<file path="src/rtl/pc_defs.sv">
// Shared definitions for the fetch-stage PC sequencer.
// PCSEL encodings of resolving control instructions, FSM states.
package pc_defs;

  localparam logic [1:0] PCSEL_PCPLUSFOUR = 2'b00;
  localparam logic [1:0] PCSEL_PCOFFSET   = 2'b01;
  localparam logic [1:0] PCSEL_REGOFFSET  = 2'b10;
  localparam logic [1:0] PCSEL_RESERVED   = 2'b11;

  typedef enum logic {
    ST_BOOT = 1'b0,
    ST_RUN  = 1'b1
  } state_t;

endpackage

</file>
<file path="src/rtl/pc_target_calc.sv">
// Redirect target calculation for EX-resolved control instructions.
// In: brSel, brCmp, brPc, brImm, brReg. Out: taken, target, misaligned.
module pc_target_calc
  import pc_defs::*;
#(
  parameter int DBITS      = 32,
  parameter int INSN_BYTES = 4,
  parameter int IMM_SHIFT  = 2
) (
  input  logic [1:0]       brSel,
  input  logic             brCmp,
  input  logic [DBITS-1:0] brPc,
  input  logic [DBITS-1:0] brImm,
  input  logic [DBITS-1:0] brReg,
  output logic             taken,
  output logic [DBITS-1:0] target,
  output logic             misaligned
);

  localparam logic [DBITS-1:0] W_STEP =
    DBITS'(INSN_BYTES);
  localparam logic [DBITS-1:0] W_MASK =
    DBITS'(INSN_BYTES - 1);

  logic [DBITS-1:0] w_off;

  assign w_off = brImm << IMM_SHIFT;

  always_comb begin
    taken  = 1'b0;
    target = '0;
    unique case (brSel)
      PCSEL_PCOFFSET: begin
        taken  = brCmp;
        target = brPc + W_STEP + w_off;
      end
      PCSEL_REGOFFSET: begin
        taken  = 1'b1;
        target = brReg + w_off;
      end
      default: begin
        taken  = 1'b0;
        target = '0;
      end
    endcase
  end

  assign misaligned = taken & (|(target & W_MASK));

endmodule

</file>
<file path="src/rtl/pc_sequencer.sv">
// Fetch-stage PC generator with redirect, flush and redirect counter.
// Ports: fetch handshake, stall, EX redirect inputs, pulses, count.
module pc_sequencer
  import pc_defs::*;
#(
  parameter int               DBITS      = 32,
  parameter logic [DBITS-1:0] START_PC   = 64,
  parameter int               INSN_BYTES = 4,
  parameter int               IMM_SHIFT  = 2,
  parameter logic [DBITS-1:0] EXC_VECTOR = 256,
  parameter int               CNT_BITS   = 16
) (
  input  logic                clk,
  input  logic                reset,
  output logic                fetchValid,
  output logic [DBITS-1:0]    fetchPc,
  input  logic                fetchReady,
  input  logic                stall,
  input  logic                brValid,
  input  logic [1:0]          brSel,
  input  logic                brCmp,
  input  logic [DBITS-1:0]    brPc,
  input  logic [DBITS-1:0]    brImm,
  input  logic [DBITS-1:0]    brReg,
  input  logic                excValid,
  output logic                flushOut,
  output logic                misalignOut,
  output logic [CNT_BITS-1:0] redirectCount
);

  localparam logic [DBITS-1:0] W_STEP =
    DBITS'(INSN_BYTES);

  state_t              r_state;
  state_t              w_state_nxt;
  logic [DBITS-1:0]    r_pc;
  logic [DBITS-1:0]    w_pc_nxt;
  logic                r_flush;
  logic                r_mis;
  logic [CNT_BITS-1:0] r_cnt;

  logic             w_taken;
  logic             w_mis;
  logic [DBITS-1:0] w_target;
  logic             w_br_mis;
  logic             w_exc;
  logic             w_br;
  logic             w_redirect;
  logic             w_xfer;

  pc_target_calc #(
    .DBITS      (DBITS),
    .INSN_BYTES (INSN_BYTES),
    .IMM_SHIFT  (IMM_SHIFT)
  ) u_calc (
    .brSel      (brSel),
    .brCmp      (brCmp),
    .brPc       (brPc),
    .brImm      (brImm),
    .brReg      (brReg),
    .taken      (w_taken),
    .target     (w_target),
    .misaligned (w_mis)
  );

  // A misaligned taken target is folded into the exception path.
  assign w_br_mis   = brValid & w_taken & w_mis;
  assign w_exc      = excValid | w_br_mis;
  assign w_br       = brValid & w_taken & ~w_mis;
  assign w_redirect = w_exc | w_br;
  assign w_xfer     = (r_state == ST_RUN)
                    & fetchReady & ~stall;

  always_comb begin
    w_state_nxt = r_state;
    unique case (r_state)
      ST_BOOT: w_state_nxt = ST_RUN;
      ST_RUN:  w_state_nxt = ST_RUN;
      default: w_state_nxt = ST_BOOT;
    endcase
  end

  // Overlapping conditions: an ordered chain gives priority.
  always_comb begin
    w_pc_nxt = r_pc;
    if (w_exc)       w_pc_nxt = EXC_VECTOR;
    else if (w_br)   w_pc_nxt = w_target;
    else if (w_xfer) w_pc_nxt = r_pc + W_STEP;
  end

  always_ff @(posedge clk or negedge reset) begin
    if (!reset) begin
      r_state <= ST_BOOT;
      r_pc    <= START_PC;
      r_flush <= 1'b0;
      r_mis   <= 1'b0;
      r_cnt   <= '0;
    end else begin
      r_state <= w_state_nxt;
      r_pc    <= w_pc_nxt;
      r_flush <= w_redirect;
      r_mis   <= w_br_mis;
      if (w_redirect && (r_cnt != '1))
        r_cnt <= r_cnt + 1'b1;
    end
  end

  assign fetchValid    = (r_state == ST_RUN);
  assign fetchPc       = r_pc;
  assign flushOut      = r_flush;
  assign misalignOut   = r_mis;
  assign redirectCount = r_cnt;

endmodule

</file>
<file path="config.mk">
export PLATFORM = sky130hd
export DESIGN_NAME = pc_sequencer
export DESIGN_NICKNAME = d
export VERILOG_FILES = /design/src/rtl/pc_defs.sv /design/src/rtl/pc_target_calc.sv /design/src/rtl/pc_sequencer.sv
export SDC_FILE = /design/constraint.sdc
export NUM_CORES = 1
export LEC_CHECK = 0
export BUFFER_PORTS_ARGS = -buffer_cell sky130_fd_sc_hd__buf_2
export CORE_MARGIN = 2
export CORE_UTILIZATION = 31
export DETAILED_ROUTE_END_ITERATION = 10
export PLACE_DENSITY_LB_ADDON = 0.05
export SLEW_MARGIN = 25
export SYNTH_ARGS = -nofsm -noshare
export SYNTH_HDL_FRONTEND = slang
export SYNTH_HIERARCHICAL = 1
export SYNTH_SLANG_ARGS = --single-unit
</file>
<file path="constraint.sdc">
create_clock -name clk -period 3.2 [get_ports clk]
set_clock_uncertainty 0.2 [all_clocks]
set_input_delay 0.64 -clock clk [delete_from_list [all_inputs] [get_ports clk]]
set_output_delay 0.64 -clock clk [all_outputs]
set_load 0.01 [all_outputs]
</file>
# == Word-level counts from Yosys, hierarchy flattened ==
# Cells that the tools add are included.
# classes
addsub,5
n_eq_ne,3
muxes,5
n_bitwise,10
reduce_logical,3
# ops
op,count
32-bit two-way mux,3
"32-bit by 3-bit adder with 32-bit output, second input constant",2
32-bit adder,2
32-bit one-hot mux with 2 select lines,1
"16-bit by 1-bit adder with 16-bit output, second input constant",1
"16-bit != test, second input constant",1
1-bit AND,6
3-bit nonzero test,1
"2-bit by 1-bit == test with 1-bit output, second input constant",1
"2-bit == test, second input constant",1
1-bit inverter,2
1-bit OR,2
1-bit one-hot mux with 2 select lines,1
2-bit OR reduction,1
1-bit logical AND,1
# word_totals
reg_bits,51
output_inout_bits,51
wordCells,31

# == Longest topological paths before layout ==
# logic_depth
ltp_word,9
mapped_depth,17
mapped_depth_nobuf,17

# == By module ==
# The synthesis kept the hierarchy.
# by_module_without_submodules
mod,n_inst,cells_per_inst,area_each_um2
pc_target_calc,1,485,3562.2
pc_sequencer,1,304,2857.7

# == Worst setup path after synthesis ==
# Ideal clock, no wire load.
# synth_path
kind,input to register
startpoint,input port brPc[3]
endpoint,register r_pc[29] (netlist: fetchPc[29])
setup_time_ps,76
arrival_ps,3146
setup_slack_ps,-222
stages,15
n_path_buf,0
path_cell_list,ha_1 -> ha_1 -> inv_1 -> fa_1 -> nor2b_1 -> o31a_1 -> o311ai_1 -> a31o_1 -> a21o_1 -> o31ai_1 -> a21oi_1 -> xnor2_1 -> o22ai_1 -> nand2_1 -> o21ai_1
# synth_between
elab_chain_cells,5
# synth_lines
element,line,source
from (decl),pc_sequencer.sv:22,"input logic [DBITS-1:0] brPc,"
32-bit by 3-bit adder with 32-bit output,pc_target_calc.sv:35,target = brPc + W_STEP + w_off;
32-bit adder,pc_target_calc.sv:35,
32-bit one-hot mux with 2 select lines,pc_target_calc.sv:32,unique case (brSel)
named net w_target[29],pc_sequencer.sv:44,logic [DBITS-1:0] w_target;
32-bit two-way mux,pc_sequencer.sv:87,else if (w_br) w_pc_nxt = w_target;
32-bit two-way mux,pc_sequencer.sv:86,if (w_exc) w_pc_nxt = EXC_VECTOR;
to (signal assigned),pc_sequencer.sv:100,r_pc <= w_pc_nxt;
to (decl),pc_sequencer.sv:36,logic [DBITS-1:0] r_pc;
# The timed path passes the listed nets, and every way through them passes these cells.
# A chain may end at the register's enable or synchronous reset.

# == Worst setup path in the final report ==
# layout_path
startpoint,input port brImm[1]
endpoint,register r_pc[25] (netlist: fetchPc[25])
# layout_between
elab_chain_cells,4
word_cells_on_any_way,5
classes_between,add/sub (2); mux (3)
# layout_lines
element,line,source
from (decl),pc_sequencer.sv:23,"input logic [DBITS-1:0] brImm,"
32-bit adder (on tied branches),"pc_target_calc.sv:39, pc_target_calc.sv:35",
32-bit one-hot mux with 2 select lines (*),pc_target_calc.sv:32,
named net w_target[25],pc_sequencer.sv:44,
32-bit two-way mux (*),pc_sequencer.sv:87,
32-bit two-way mux (*),pc_sequencer.sv:86,
# Mark *: on every way through the listed nets, which the timed path passes. The rest lies on a longest branch.

==> metrics.md <==
| Metric | Value |
|---|---|
| Max Root-Sink Buffers | `2` |
| Combinational family with the most area after synthesis | `compound AO/OA/AOI/OAI gates` |
| Portion of netlist area occupied by mux cells | `0.682%` |
| Sequential element share of the synthesized area | `19.9%` |
| Final-report max-slew violation count | `0` |
| Power share of the combinational group | `52.3%` |
| Synth top area cells | `dfrtp_1, ha_1, xnor2_1` |
| Drt drc | `0` |
| Most common cell in the netlist | `ha_1` |
| CP arrival | `3.24 ns` |
| Simple-gate share of the synthesized area | `22.0%` |
| Die area | `21900 µm²` |
| Initial antenna violation count | `0` |
| Area fraction of the dominant cell type after synthesis | `roughly a fifth` |
| Fraction of layout cells with a size suffix above 1 | `37.5%` |
| Pin count of the biggest net entering global routing | `23` |
| Worst setup margin | `-0.0626 ns` |
| Initial DRC count | `approximately 230` |
| Synth unique cells | `79` |
| Vias in the first global route | `roughly 6.9k` |
| Routed Antenna Nets | `0` |
| CP startpoint kind | `input port` |
| Final net count | `1262` |
| FMAX | `307 MHz` |
| Buffers on Ports | `153` |
| Area delta synth->final | `43.9%` |
| Crit. End Element | `flop` |
| Largest area contributor in the netlist | `dfrtp_1` |
| Ant. Diodes | `0` |
| Failing checks | `negative setup slack` |
| Power Dens Cells | `about 310 nW/µm²` |
| CP Cell Sequence | `buf_8 -> ha_4 -> ha_4 -> inv_2 -> fa_2 -> nor2b_2 -> o31a_1 -> o311ai_4 -> a31o_4 -> a21o_1 -> buf_6 -> o31ai_4 -> buf_4 -> xnor2_2 -> o22ai_1 -> nand2_1 -> o21ai_1` |
| Critical Setup Path Class | `in -> reg` |
| Post-DP HPWL | `17500 µm` |
| Hold Vio Cnt, Final | `0` |
| CTS Hold Bufs | `0` |
| Synth Warn # | `6` |
| Unrepaired setup endpoints after global routing | `yes` |
| Clk pin slew, worst setup/hold paths | `0.07 ns` |
| Worst vdd ir | `around 210 µV` |
| XOR/XNOR share of the synthesized area | `under 10%` |
| Yosys reg bits | `51` |
| Avg Cell Area, Syn | `between 8 and 9 µm²` |
| Setup TNS | `-0.159 ns` |
| Drt total wl | `approximately 21000 µm` |
| Avg Vias per Cell | `approximately 5.2` |
| Synth Instances | `789` |
| Post-synth top cells | `ha_1, nand2_1, a21oi_1` |
| TritonCTS clock tree | `yes` |
| Routed len/inst | `16.0 µm` |
| H-tree depth | `2` |
| First-pass GRT wire length | `34000 µm` |
| Most common cell on crit path | `ha_4` |
| Status | `complete, but fails checks` |
| Clock sinks | `51` |
| Syn Nets | `around 990` |
| Flop pwr share | `around a quarter` |
| Asr flop ratio synth | `between 90% and 100%` |
| Top Ports | `156` |
| Clock Latency Late Sink | `0.29 ns` |
| Core Area | `20300 µm²` |
| Part of the cycle the worst path needs | `102%` |
| Fraction of the mapped netlist area in adder cells | `roughly 18%` |
| MaxCap Viol Count | `0` |
| Worst path max stage delay | `0.34 ns` |
| Die Wd | `148 µm` |
| Compound-Gate Fraction of Synth Area | `26.6%` |
| Overflow after GRT | `0` |
| Final hold slack | `about 0.10 ns` |
| FP Rows | `52` |
| Via count | `6890` |
| Number of setup violations in the final report | `3` |
| Clock group share of total power | `21.4%` |
| Sw frac | `a little under two fifths` |
| Sw power | `1.08 mW` |
| CP max stage cell | `fa_2` |
| Total GRT Usage | `18.9%` |
| Internal power | `1.82 mW` |
| Hold WC Path Type | `in -> async` |
| Leakage | `4.26 nW` |
| Initial Utilization | `31.6%` |
| TritonCTS Buffers | `5` |
| Dominant synthesized flop cell | `dfrtp_1` |
| Worst Path Required | `3.18 ns` |
| EDFF count, synth | `0` |
| Root Driver | `clkbuf_16` |
| Mapped Area | `6420 µm²` |
| Die height | `between 100 and 150 µm` |
| Post-Place Worst Slack | `-0.530 ns` |
| Drt first pass iters | `4` |
| Gpl congestion | `0.845` |
| Final min period | `3.26 ns` |
| Worst-path maximum fanout | `4` |
-- power by group through the flow --
stage	Sequential (mW)	Clock (mW)	Combinational, mW
4_1_cts	0.764	0.638	1.41
6_report	0.763	0.621	1.52
2_1_floorplan	0.787	0	0.780
3_5_place_dp	0.777	0	1.38
5_1_grt	0.774	0.661	1.68
3_3_place_gp	0.777	0	1.38
-- kinds of logic after synthesis --
kind of cell | Yosys count
AO/OA/AOI/OAI | 259
adder cells (fa/ha/maj) | 92
multiplexers | 4
flip-flops | 51
other | 1
buffers and inverters | 50
AND/OR/NAND/NOR | 262
XOR/XNOR | 70
-- sequential cells by signal (all words and copies together) (netlist names) --
name           cells
misalignOut        1
flushOut           1
fetchPc           32
redirectCount     16
fetchValid         1
-- stage by stage --
| step | cells | cell area (µm²) | power, mW | util (%) |
|---|---|---|---|---|
| after floorplan | 789 | 6530 | 1.57 | - |
| after global placement | 1318 | 8530 | 2.16 | 42.0 |
| after detailed placement | 1318 | 8530 | 2.16 | 42.0 |
| after CTS | 1326 | 8810 | 2.82 | 43.4 |
| after global routing | 1336 | 9240 | 3.12 | 45.5 |
| final | 1336 | 9240 | 2.90 | 45.5 |
-- path summary, 6_finish.rpt --
path,cells after the start,endpoint,slack (ns),start
min in group clk,1,redirectCount[7],0.31,redirectCount[7]
max in group asynchronous,2,fetchPc[6],2.04,reset
setup / recovery,17,fetchPc[25],-0.06,brImm[1]
hold reg to reg,1,redirectCount[7],0.31,redirectCount[7]
hold / removal,1,redirectCount[6],0.10,reset
setup reg to reg,6,fetchPc[24],1.02,fetchPc[2]
-- per-layer routing --
layer,global-route usage [%],share of wire (%),up-vias
li1,-,-,3523
met4,3.05,0.87,0
met5,0,0,-
met2,33.6,49,130
met3,2.50,4.2,14
met1,25.0,46,3223
-- layout by cell type, fill, tap and decap left out, types with 4 or more instances in the layout --
master | netlist | final
clkbuf_16 | 0 | 5
nand3_1 | 25 | 23
a31oi_1 | 7 | 4
dfrtp_1 | 50 | 50
o21ai_0 | 44 | 35
o21ai_2 | 2 | 9
nand4_1 | 21 | 21
inv_1 | 22 | 17
o21a_1 | 4 | 4
a21o_1 | 23 | 22
and4_1 | 9 | 9
buf_2 | 6 | 149
nor3b_1 | 4 | 4
a22oi_1 | 10 | 9
ha_1 | 90 | 73
o21ai_1 | 14 | 15
a21oi_1 | 62 | 54
buf_6 | 0 | 5
nor3_1 | 13 | 12
nor2b_1 | 8 | 7
o22ai_1 | 19 | 18
nand2b_1 | 15 | 14
a32oi_1 | 5 | 4
xnor2_1 | 42 | 39
a21oi_2 | 0 | 7
o31ai_1 | 6 | 4
a211oi_1 | 10 | 7
a31oi_4 | 1 | 4
o211ai_1 | 9 | 9
nor2_1 | 54 | 54
buf_4 | 0 | 141
ha_4 | 0 | 17
or2_2 | 5 | 5
xor2_1 | 28 | 28
inv_2 | 1 | 6
and3_1 | 9 | 9
nor4_1 | 7 | 7
nand2_1 | 69 | 69
-- timing repair --
action | 4_1_cts | 5_1_grt
buffers inserted | 0 | 10
endpoints found under the hold margin | 0 | 0
pin swaps | 22 | 42
setup endpoints to repair | 14 | 19
gates resized for setup | 22 | 61
-- final cells by class --
cell class	count	area (µm²)
clock buffer	5	125
clock inverter	3	43.8
fill	2142	11100
inverter	23	86.3
multi-input combinational	688	5490
sequential	51	1280
tap	270	338
timing repair buffer	296	1880
-- critical path: cells and delay by family --
kind                     cells  cell delay [ns]
AO/OA/AOI/OAI                7             1.14
adder cells (fa/ha/maj)      3             0.73
buffers and inverters        4             0.42
AND/OR/NAND/NOR              2             0.20
XOR/XNOR                     1             0.09
Power figures use the tool's default switching activity.
